**config.mk**
```make
export PLATFORM = sky130hd
export DESIGN_NAME = wb_burst_master
export DESIGN_NICKNAME = d
export VERILOG_FILES = /design/src/rtl/wb_burst_master_pkg.sv /design/src/rtl/wb_common_pkg.sv /design/src/rtl/wb_next_adr.sv /design/src/rtl/wb_burst_master.sv
export SDC_FILE = /design/constraint.sdc
export NUM_CORES = 1
export LEC_CHECK = 0
export BUFFER_PORTS_ARGS = -buffer_cell sky130_fd_sc_hd__buf_2
export CORE_UTILIZATION = 54
export CTS_BUF_LIST = sky130_fd_sc_hd__clkbuf_8 sky130_fd_sc_hd__clkbuf_16
export CTS_CLUSTER_DIAMETER = 50
export CTS_CLUSTER_SIZE = 40
export DETAILED_ROUTE_END_ITERATION = 16
export PLACE_DENSITY = 0.92
export SYNTH_ARGS = -nofsm -noshare
export SYNTH_HDL_FRONTEND = slang
export SYNTH_SLANG_ARGS = --single-unit
```
**constraint.sdc**
```tcl
create_clock -name wb_clk -period 6.4 [get_ports wb_clk]
set_input_delay 0.96 -clock wb_clk [delete_from_list [all_inputs] [get_ports wb_clk]]
set_output_delay 0.96 -clock wb_clk [all_outputs]
set_load 0.005 [all_outputs]
```
**src/rtl/wb_burst_master_pkg.sv**
```systemverilog
// Local definitions for wb_burst_master: FSM state encodings, counter widths
// and the latched command control payload.
package wb_burst_master_pkg;

   localparam logic [1:0] ST_IDLE   = 2'd0;
   localparam logic [1:0] ST_BEAT   = 2'd1;
   localparam logic [1:0] ST_GAP    = 2'd2;
   localparam logic [1:0] ST_FINISH = 2'd3;

   localparam int unsigned LEN_W   = 8;
   localparam int unsigned BEATS_W = 9;

   // Control part of an accepted command (address and length held separately)
   typedef struct packed {
      logic       we;
      logic [2:0] burst;
   } cmd_ctl_t;

endpackage

```
**src/rtl/wb_common_pkg.sv**
```systemverilog
// Shared Wishbone definitions: cycle type identifiers (CTI), burst type
// extensions (BTE) and the burst-type codes used on the command interface.
package wb_common_pkg;

   // Cycle type identifier codes
   localparam logic [2:0] CTI_CLASSIC  = 3'b000;
   localparam logic [2:0] CTI_INCR     = 3'b010;
   localparam logic [2:0] CTI_EOB      = 3'b111;

   // Burst type extension codes
   localparam logic [1:0] BTE_LINEAR   = 2'b00;
   localparam logic [1:0] BTE_WRAP4    = 2'b01;
   localparam logic [1:0] BTE_WRAP8    = 2'b10;
   localparam logic [1:0] BTE_WRAP16   = 2'b11;

   // Command burst-type codes
   localparam logic [2:0] BURST_CLASSIC = 3'd0;
   localparam logic [2:0] BURST_LINEAR  = 3'd1;
   localparam logic [2:0] BURST_WRAP4   = 3'd2;
   localparam logic [2:0] BURST_WRAP8   = 3'd3;
   localparam logic [2:0] BURST_WRAP16  = 3'd4;

   // Map a command burst type onto the bus BTE field; unknown codes run linear
   function automatic logic [1:0] bte_of(input logic [2:0] burst);
      logic [1:0] bte;
      case (burst)
         BURST_LINEAR: bte = BTE_LINEAR;
         BURST_WRAP4:  bte = BTE_WRAP4;
         BURST_WRAP8:  bte = BTE_WRAP8;
         BURST_WRAP16: bte = BTE_WRAP16;
         default:      bte = BTE_LINEAR;
      endcase
      return bte;
   endfunction

endpackage

```
**src/rtl/wb_next_adr.sv**
```systemverilog
// Next beat address for a Wishbone burst.
// Ports:
//   adr_i      current beat address
//   burst_i    command burst type (classic/linear/wrap4/wrap8/wrap16)
//   next_adr_o address of the following beat (purely combinational)
// Wrap bursts keep the bits above the aligned N-beat block unchanged;
// classic and linear simply add one data word with natural wrap-around.
module wb_next_adr
   import wb_common_pkg::*;
#(
   parameter int unsigned aw = 32,
   parameter int unsigned dw = 32
) (
   input  logic [aw-1:0] adr_i,
   input  logic [2:0]    burst_i,
   output logic [aw-1:0] next_adr_o
);

   localparam int unsigned   STEP   = dw / 8;
   localparam logic [aw-1:0] STEP_A = aw'(STEP);
   localparam logic [aw-1:0] MASK4  = aw'(4 * STEP - 1);
   localparam logic [aw-1:0] MASK8  = aw'(8 * STEP - 1);
   localparam logic [aw-1:0] MASK16 = aw'(16 * STEP - 1);

   logic [aw-1:0] mask;
   logic [aw-1:0] incr;

   // An all-ones mask degenerates into a plain increment
   always_comb begin
      mask = '1;
      case (burst_i)
         BURST_WRAP4:  mask = MASK4;
         BURST_WRAP8:  mask = MASK8;
         BURST_WRAP16: mask = MASK16;
         default:      mask = '1;
      endcase
      incr       = adr_i + STEP_A;
      next_adr_o = (adr_i & ~mask) | (incr & mask);
   end

endmodule

```
**src/rtl/wb_burst_master.sv**
```systemverilog
// Command-driven Wishbone B4 burst master.
// Ports:
//   wb_clk, wb_rst                 clock, synchronous active-high reset
//   cmd_*                          command handshake (we, adr, len = beats-1, burst type)
//   wdat_valid/wdat_ready/wdat/wsel write-data handshake into a one-entry register
//   rdat_valid/rdat                registered read data, one pulse per read ack
//   done/status_*                  completion pulse and sticky status until next command
//   wb_*                           Wishbone master interface
// Classic commands insert a one-cycle GAP (cyc high, stb low) after each ack;
// burst commands keep stb high and tag the last beat with end-of-burst.
module wb_burst_master
   import wb_common_pkg::*;
   import wb_burst_master_pkg::*;
#(
   parameter int unsigned dw      = 32,
   parameter int unsigned aw      = 32,
   parameter int unsigned TIMEOUT = 255
) (
   input  logic            wb_clk,
   input  logic            wb_rst,
   // command
   input  logic            cmd_valid,
   output logic            cmd_ready,
   input  logic            cmd_we,
   input  logic [aw-1:0]   cmd_adr,
   input  logic [7:0]      cmd_len,
   input  logic [2:0]      cmd_burst,
   // write data
   input  logic            wdat_valid,
   output logic            wdat_ready,
   input  logic [dw-1:0]   wdat,
   input  logic [dw/8-1:0] wsel,
   // read data
   output logic            rdat_valid,
   output logic [dw-1:0]   rdat,
   // status
   output logic            done,
   output logic            status_err,
   output logic            status_timeout,
   output logic [8:0]      status_beats,
   // wishbone master
   output logic [aw-1:0]   wb_adr_o,
   output logic [dw-1:0]   wb_dat_o,
   output logic [dw/8-1:0] wb_sel_o,
   output logic            wb_we_o,
   output logic            wb_cyc_o,
   output logic            wb_stb_o,
   output logic [2:0]      wb_cti_o,
   output logic [1:0]      wb_bte_o,
   input  logic [dw-1:0]   wb_dat_i,
   input  logic            wb_ack_i,
   input  logic            wb_err_i,
   input  logic            wb_rty_i
);

   localparam int unsigned SW       = dw / 8;
   localparam int unsigned TW       = (TIMEOUT < 2) ? 1 : $clog2(TIMEOUT);
   localparam logic [TW-1:0] TMO_LAST = TW'(TIMEOUT - 1);

   logic [1:0]         state_q, state_d;
   cmd_ctl_t           ctl_q, ctl_d;
   logic [aw-1:0]      adr_q, adr_d;
   logic [LEN_W-1:0]   rem_q, rem_d;
   logic               wfull_q, wfull_d;
   logic [dw-1:0]      wdat_q, wdat_d;
   logic [SW-1:0]      wsel_q, wsel_d;
   logic [BEATS_W-1:0] beats_q, beats_d;
   logic [TW-1:0]      tmo_q, tmo_d;
   logic               err_q, err_d;
   logic               tmo_flag_q, tmo_flag_d;
   logic               rvalid_q, rvalid_d;
   logic [dw-1:0]      rdat_q, rdat_d;

   logic               cyc;
   logic               stb;
   logic               bad;
   logic               hit_err;
   logic               hit_ack;
   logic               last;
   logic               classic;
   logic               wr_hs;
   logic [aw-1:0]      next_adr;

   wb_next_adr #(
      .aw (aw),
      .dw (dw)
   ) u_next_adr (
      .adr_i      (adr_q),
      .burst_i    (ctl_q.burst),
      .next_adr_o (next_adr)
   );

   // Bus-phase decode; a write beat only strobes once its data is held
   always_comb begin
      cyc     = (state_q == ST_BEAT) || (state_q == ST_GAP);
      stb     = (state_q == ST_BEAT) && (!ctl_q.we || wfull_q);
      bad     = wb_err_i || wb_rty_i;
      hit_err = stb && bad;
      hit_ack = stb && wb_ack_i && !bad;
      last    = (rem_q == '0);
      classic = (ctl_q.burst == BURST_CLASSIC);
      // Refill in the same cycle the held word is acked, unless nothing is left
      wdat_ready = cyc && ctl_q.we && (!wfull_q || (hit_ack && !last));
      wr_hs      = wdat_valid && wdat_ready;
   end

   // Next-state and datapath update
   always_comb begin
      state_d    = state_q;
      ctl_d      = ctl_q;
      adr_d      = adr_q;
      rem_d      = rem_q;
      wfull_d    = wfull_q;
      wdat_d     = wdat_q;
      wsel_d     = wsel_q;
      beats_d    = beats_q;
      tmo_d      = tmo_q;
      err_d      = err_q;
      tmo_flag_d = tmo_flag_q;
      rvalid_d   = 1'b0;
      rdat_d     = rdat_q;

      if (hit_ack) begin
         wfull_d = 1'b0;
      end
      if (wr_hs) begin
         wfull_d = 1'b1;
         wdat_d  = wdat;
         wsel_d  = wsel;
      end

      case (state_q)
         ST_IDLE: begin
            if (cmd_valid) begin
               ctl_d.we    = cmd_we;
               ctl_d.burst = cmd_burst;
               adr_d       = cmd_adr;
               rem_d       = cmd_len;
               beats_d     = '0;
               tmo_d       = '0;
               err_d       = 1'b0;
               tmo_flag_d  = 1'b0;
               wfull_d     = 1'b0;
               state_d     = ST_BEAT;
            end
         end
         ST_BEAT: begin
            if (hit_err) begin
               err_d   = 1'b1;
               wfull_d = 1'b0;
               state_d = ST_FINISH;
            end else if (hit_ack) begin
               beats_d  = beats_q + BEATS_W'(1);
               adr_d    = next_adr;
               tmo_d    = '0;
               rvalid_d = !ctl_q.we;
               if (!ctl_q.we) begin
                  rdat_d = wb_dat_i;
               end
               if (last) begin
                  state_d = ST_FINISH;
               end else begin
                  rem_d   = rem_q - LEN_W'(1);
                  state_d = classic ? ST_GAP : ST_BEAT;
               end
            end else if (stb) begin
               // Unanswered strobe: abort once the per-beat budget is spent
               if (tmo_q == TMO_LAST) begin
                  err_d      = 1'b1;
                  tmo_flag_d = 1'b1;
                  wfull_d    = 1'b0;
                  state_d    = ST_FINISH;
               end else begin
                  tmo_d = tmo_q + TW'(1);
               end
            end
         end
         ST_GAP: begin
            state_d = ST_BEAT;
         end
         ST_FINISH: begin
            state_d = ST_IDLE;
         end
         default: begin
            state_d = ST_IDLE;
         end
      endcase
   end

   // State register
   always_ff @(posedge wb_clk) begin
      if (wb_rst) begin
         state_q    <= ST_IDLE;
         ctl_q      <= '0;
         adr_q      <= '0;
         rem_q      <= '0;
         wfull_q    <= 1'b0;
         wdat_q     <= '0;
         wsel_q     <= '0;
         beats_q    <= '0;
         tmo_q      <= '0;
         err_q      <= 1'b0;
         tmo_flag_q <= 1'b0;
         rvalid_q   <= 1'b0;
         rdat_q     <= '0;
      end else begin
         state_q    <= state_d;
         ctl_q      <= ctl_d;
         adr_q      <= adr_d;
         rem_q      <= rem_d;
         wfull_q    <= wfull_d;
         wdat_q     <= wdat_d;
         wsel_q     <= wsel_d;
         beats_q    <= beats_d;
         tmo_q      <= tmo_d;
         err_q      <= err_d;
         tmo_flag_q <= tmo_flag_d;
         rvalid_q   <= rvalid_d;
         rdat_q     <= rdat_d;
      end
   end

   // Output decode from registered state only
   always_comb begin
      cmd_ready      = (state_q == ST_IDLE);
      done           = (state_q == ST_FINISH);
      status_err     = err_q;
      status_timeout = tmo_flag_q;
      status_beats   = beats_q;
      rdat_valid     = rvalid_q;
      rdat           = rdat_q;
      wb_cyc_o       = cyc;
      wb_stb_o       = stb;
      wb_we_o        = cyc && ctl_q.we;
      wb_adr_o       = adr_q;
      wb_dat_o       = wdat_q;
      wb_sel_o       = '0;
      wb_cti_o       = CTI_CLASSIC;
      wb_bte_o       = BTE_LINEAR;
      if (cyc) begin
         wb_sel_o = ctl_q.we ? wsel_q : '1;
         wb_bte_o = classic ? BTE_LINEAR : bte_of(ctl_q.burst);
         if (!classic) begin
            wb_cti_o = last ? CTI_EOB : CTI_INCR;
         end
      end
   end

endmodule

```
==> impl_metrics.json <==
{
  "mostFrequentLayoutCell": "buf_2",
  "dp_cells": 1205,
  "clk_pin_slew_worst_paths_ns": 0.06,
  "finalSetupViolCount": 0,
  "core_um2": 12100,
  "cts_made_buffers": 17,
  "outcome": "complete, no violations",
  "synthTopCellsByArea": "dfxtp_1 40%, nand2_1 11%, a21oi_1 6.2%, mux2i_1 6.1%, nor2_1 2.3%",
  "rr_startpoint": "state_q[1]",
  "fin_crit_sh": 0.508,
  "crit_family": "simple AND/OR/NAND/NOR gates",
  "drive_gt1_frac": 0.277,
  "place_ws_ns": 3.17,
  "die_h_um": 113,
  "cts_setup_buffers": 0,
  "p_leak_nw": 3.64,
  "vias": 7248,
  "ys_seq_area_frac": 0.403,
  "final.min_clock_period_ns": 3.25,
  "clock.fmax_mhz": 308,
  "min-delay-start": "rdat[11]",
  "cts_max_level": 4,
  "grt_pass1_vias": 6559,
  "num_rows": 40,
  "multi_input_comb_area_um2": 3680,
  "relSlewSlack": 0.175,
  "vias_per_cell": 5.85,
  "seqCellArea_um2": 2700,
  "p_per_area_nw_per_um2": 316,
  "crit_fanout": 5,
  "crit_path_top_delay_cell": "or3b_1",
  "top_layer": "met4",
  "cap_viol_max_count": 0,
  "io_buffers": 241,
  "cp.required_ns": 5.44,
  "cpPeakStageDelay_ns": 0.47,
  "dp_hpwl_um": 14000,
  "slew_violations": 0,
  "fillers": 953,
  "drt_wl_total_um": 20300,
  "final_nets": 1183,
  "async_flop_share": 0,
  "pin_count": 242,
  "drtIter0Drc": 1057,
  "final_cell_mix": "241 x buf_2, 189 x nand2_1, 135 x dfxtp_1, 82 x a21oi_1, 41 x mux2i_1",
  "initial_core_util": 0.556,
  "syn_nets": 971,
  "antenna_found_initial": 1,
  "fin_ws_ns": 3.15,
  "synth_edf_count": 0,
  "path_cells": "buf_2 > or3b_1 > nor3_2 > nand2_1 > a21boi_0 > buf_2",
  "cts_num_sinks": 135,
  "cp-start-kind": "input port",
  "synth_top_area_cell": "dfxtp_1",
  "synth.cell_area_um2": 6700,
  "cts_resized": 0,
  "rsz0062_at_grt": "no",
  "synth.distinct_cells": 72,
  "worstSetupEndpointType": "primary output",
  "finalPower_mw": 2.70,
  "cts_root_buffer": "clkbuf_16",
  "gp_congestion": 1.02,
  "hold_buffers": 0,
  "route.met2.wl_um": 9790,
  "dieArea_um2": 12900,
  "synthCells": 844,
  "min_path_type": "reg -> reg",
  "grt_start_max_net_pins": 83,
  "ir_drop_uv": 208,
  "overflow": 0,
  "path_class": "in -> out",
  "cp_num_buf_inv": 2,
  "route.met3.wl_um": 2010,
  "met1_length_um": 7990,
  "ys_warn_count": 0,
  "crit_start": "wb_rty_i",
  "die_x_um": 113,
  "clock_path_buffers": 2,
  "synth_ff_type": "dfxtp_1",
  "path_common_cell": "buf_2",
  "grt_pass1_wl_um": 31900,
  "ys_ff_latch": 135,
  "finClkSkew_ns": 0.0119,
  "ant_nets": 0,
  "arrival_ns": 2.29,
  "drtPass1Iterations": 6,
  "stdcell_count": 1238,
  "syn_to_final_growth_pct": 27.9,
  "tightest_slew_ns": 1.24,
  "synth_top_cell_area_share": 0.403,
  "hold_viol_final": 0,
  "hold_ws_ns": 0.451,
  "drc_errors": 0,
  "grtUsageTotal": 0.312,
  "cts_tree": "done",
  "insertion_delay_ns": 0.42,
  "syn-mean-instance-area_um2": 7.94,
  "routedWlPerCell_um": 16.4,
  "tns_ns": 0
}
[per-layer routing]
| layer | GRT usage | vias to the layer above |
|---|---|---|
| met1 | 0.376 | 3304 |
| met3 | 0.0824 | 61 |
| met4 | 0.134 | 0 |
| li1 | - | 3438 |
| met5 | 0 | - |
| met2 | 0.528 | 445 |
[tightest hold or removal path, cell delays in order (launching register included)]
cell and delay (ns):
dfxtp_1 0.30, nand2_1 0.05, a21oi_1 0.05
[cell usage after synthesis (4+ instances only)]
cell type / count
and4_1: 5
nor4_1: 12
dfxtp_1: 135
nand4_1: 14
inv_1: 19
nand3_1: 27
clkbuf_1: 36
or3_1: 8
a21oi_1: 83
a31oi_1: 11
mux2i_1: 41
xnor2_1: 4
a21o_1: 4
a41oi_1: 4
nand2_1: 189
or4_1: 7
nor3_1: 11
buf_2: 8
o211ai_1: 4
nor2_1: 41
a21boi_1: 4
a21boi_0: 5
and3_1: 8
a211oi_1: 7
a221oi_1: 4
buf_6: 5
o2bb2ai_1: 4
nor3b_1: 4
ha_1: 8
xor2_1: 8
o32ai_1: 7
and2_1: 9
nor2b_1: 11
o21ai_0: 29
o21ai_1: 11
o31ai_1: 5
[final cells by class]
cell class	instances	area share
multi-input combinational	634	0.429
clock inverter	14	0.0241
inverter	21	0.00920
clock buffer	18	0.0512
sequential	135	0.315
tap	168	0.0245
timing repair buffer	247	0.146
antenna	1	0.000292
[cells by family after synthesis]
family                     Yosys count  synth area share
AOI/OAI and AO/OA                  208             0.195
xor gates and xnor gates            12            0.0157
adders and majority gates            8            0.0149
buffers and inverters               75            0.0508
DFF                                135             0.403
muxes                               41            0.0612
and+or+nand+nor                    365             0.260
[per-stage QoR]
| step | instance area (um2) | util |
|---|---|---|
| 2_1_floorplan | 6700 | - |
| 3_3_place_gp | 7920 | 0.657 |
| 3_5_place_dp | 7920 | 0.657 |
| 4_1_cts | 8570 | 0.710 |
| 5_1_grt | 8570 | 0.711 |
| 6_report | 8570 | 0.711 |
[worst paths after layout]
check / endpoint / depth (start not counted) / slack (ns)
hold reg to reg: rdat[11] / 2 / 0.45
setup / recovery: wdat_ready / 6 / 3.15
hold / removal: rdat[11] / 2 / 0.45
setup reg to reg: flop / 7 / 3.26
[power breakdown]
part	total, mW	internal (mW)	switching, mW
Sequential	1.01	0.911	0.100
Combinational	0.622	0.240	0.382
Clock	1.07	0.698	0.374
(Power assumes the default switching activity.)
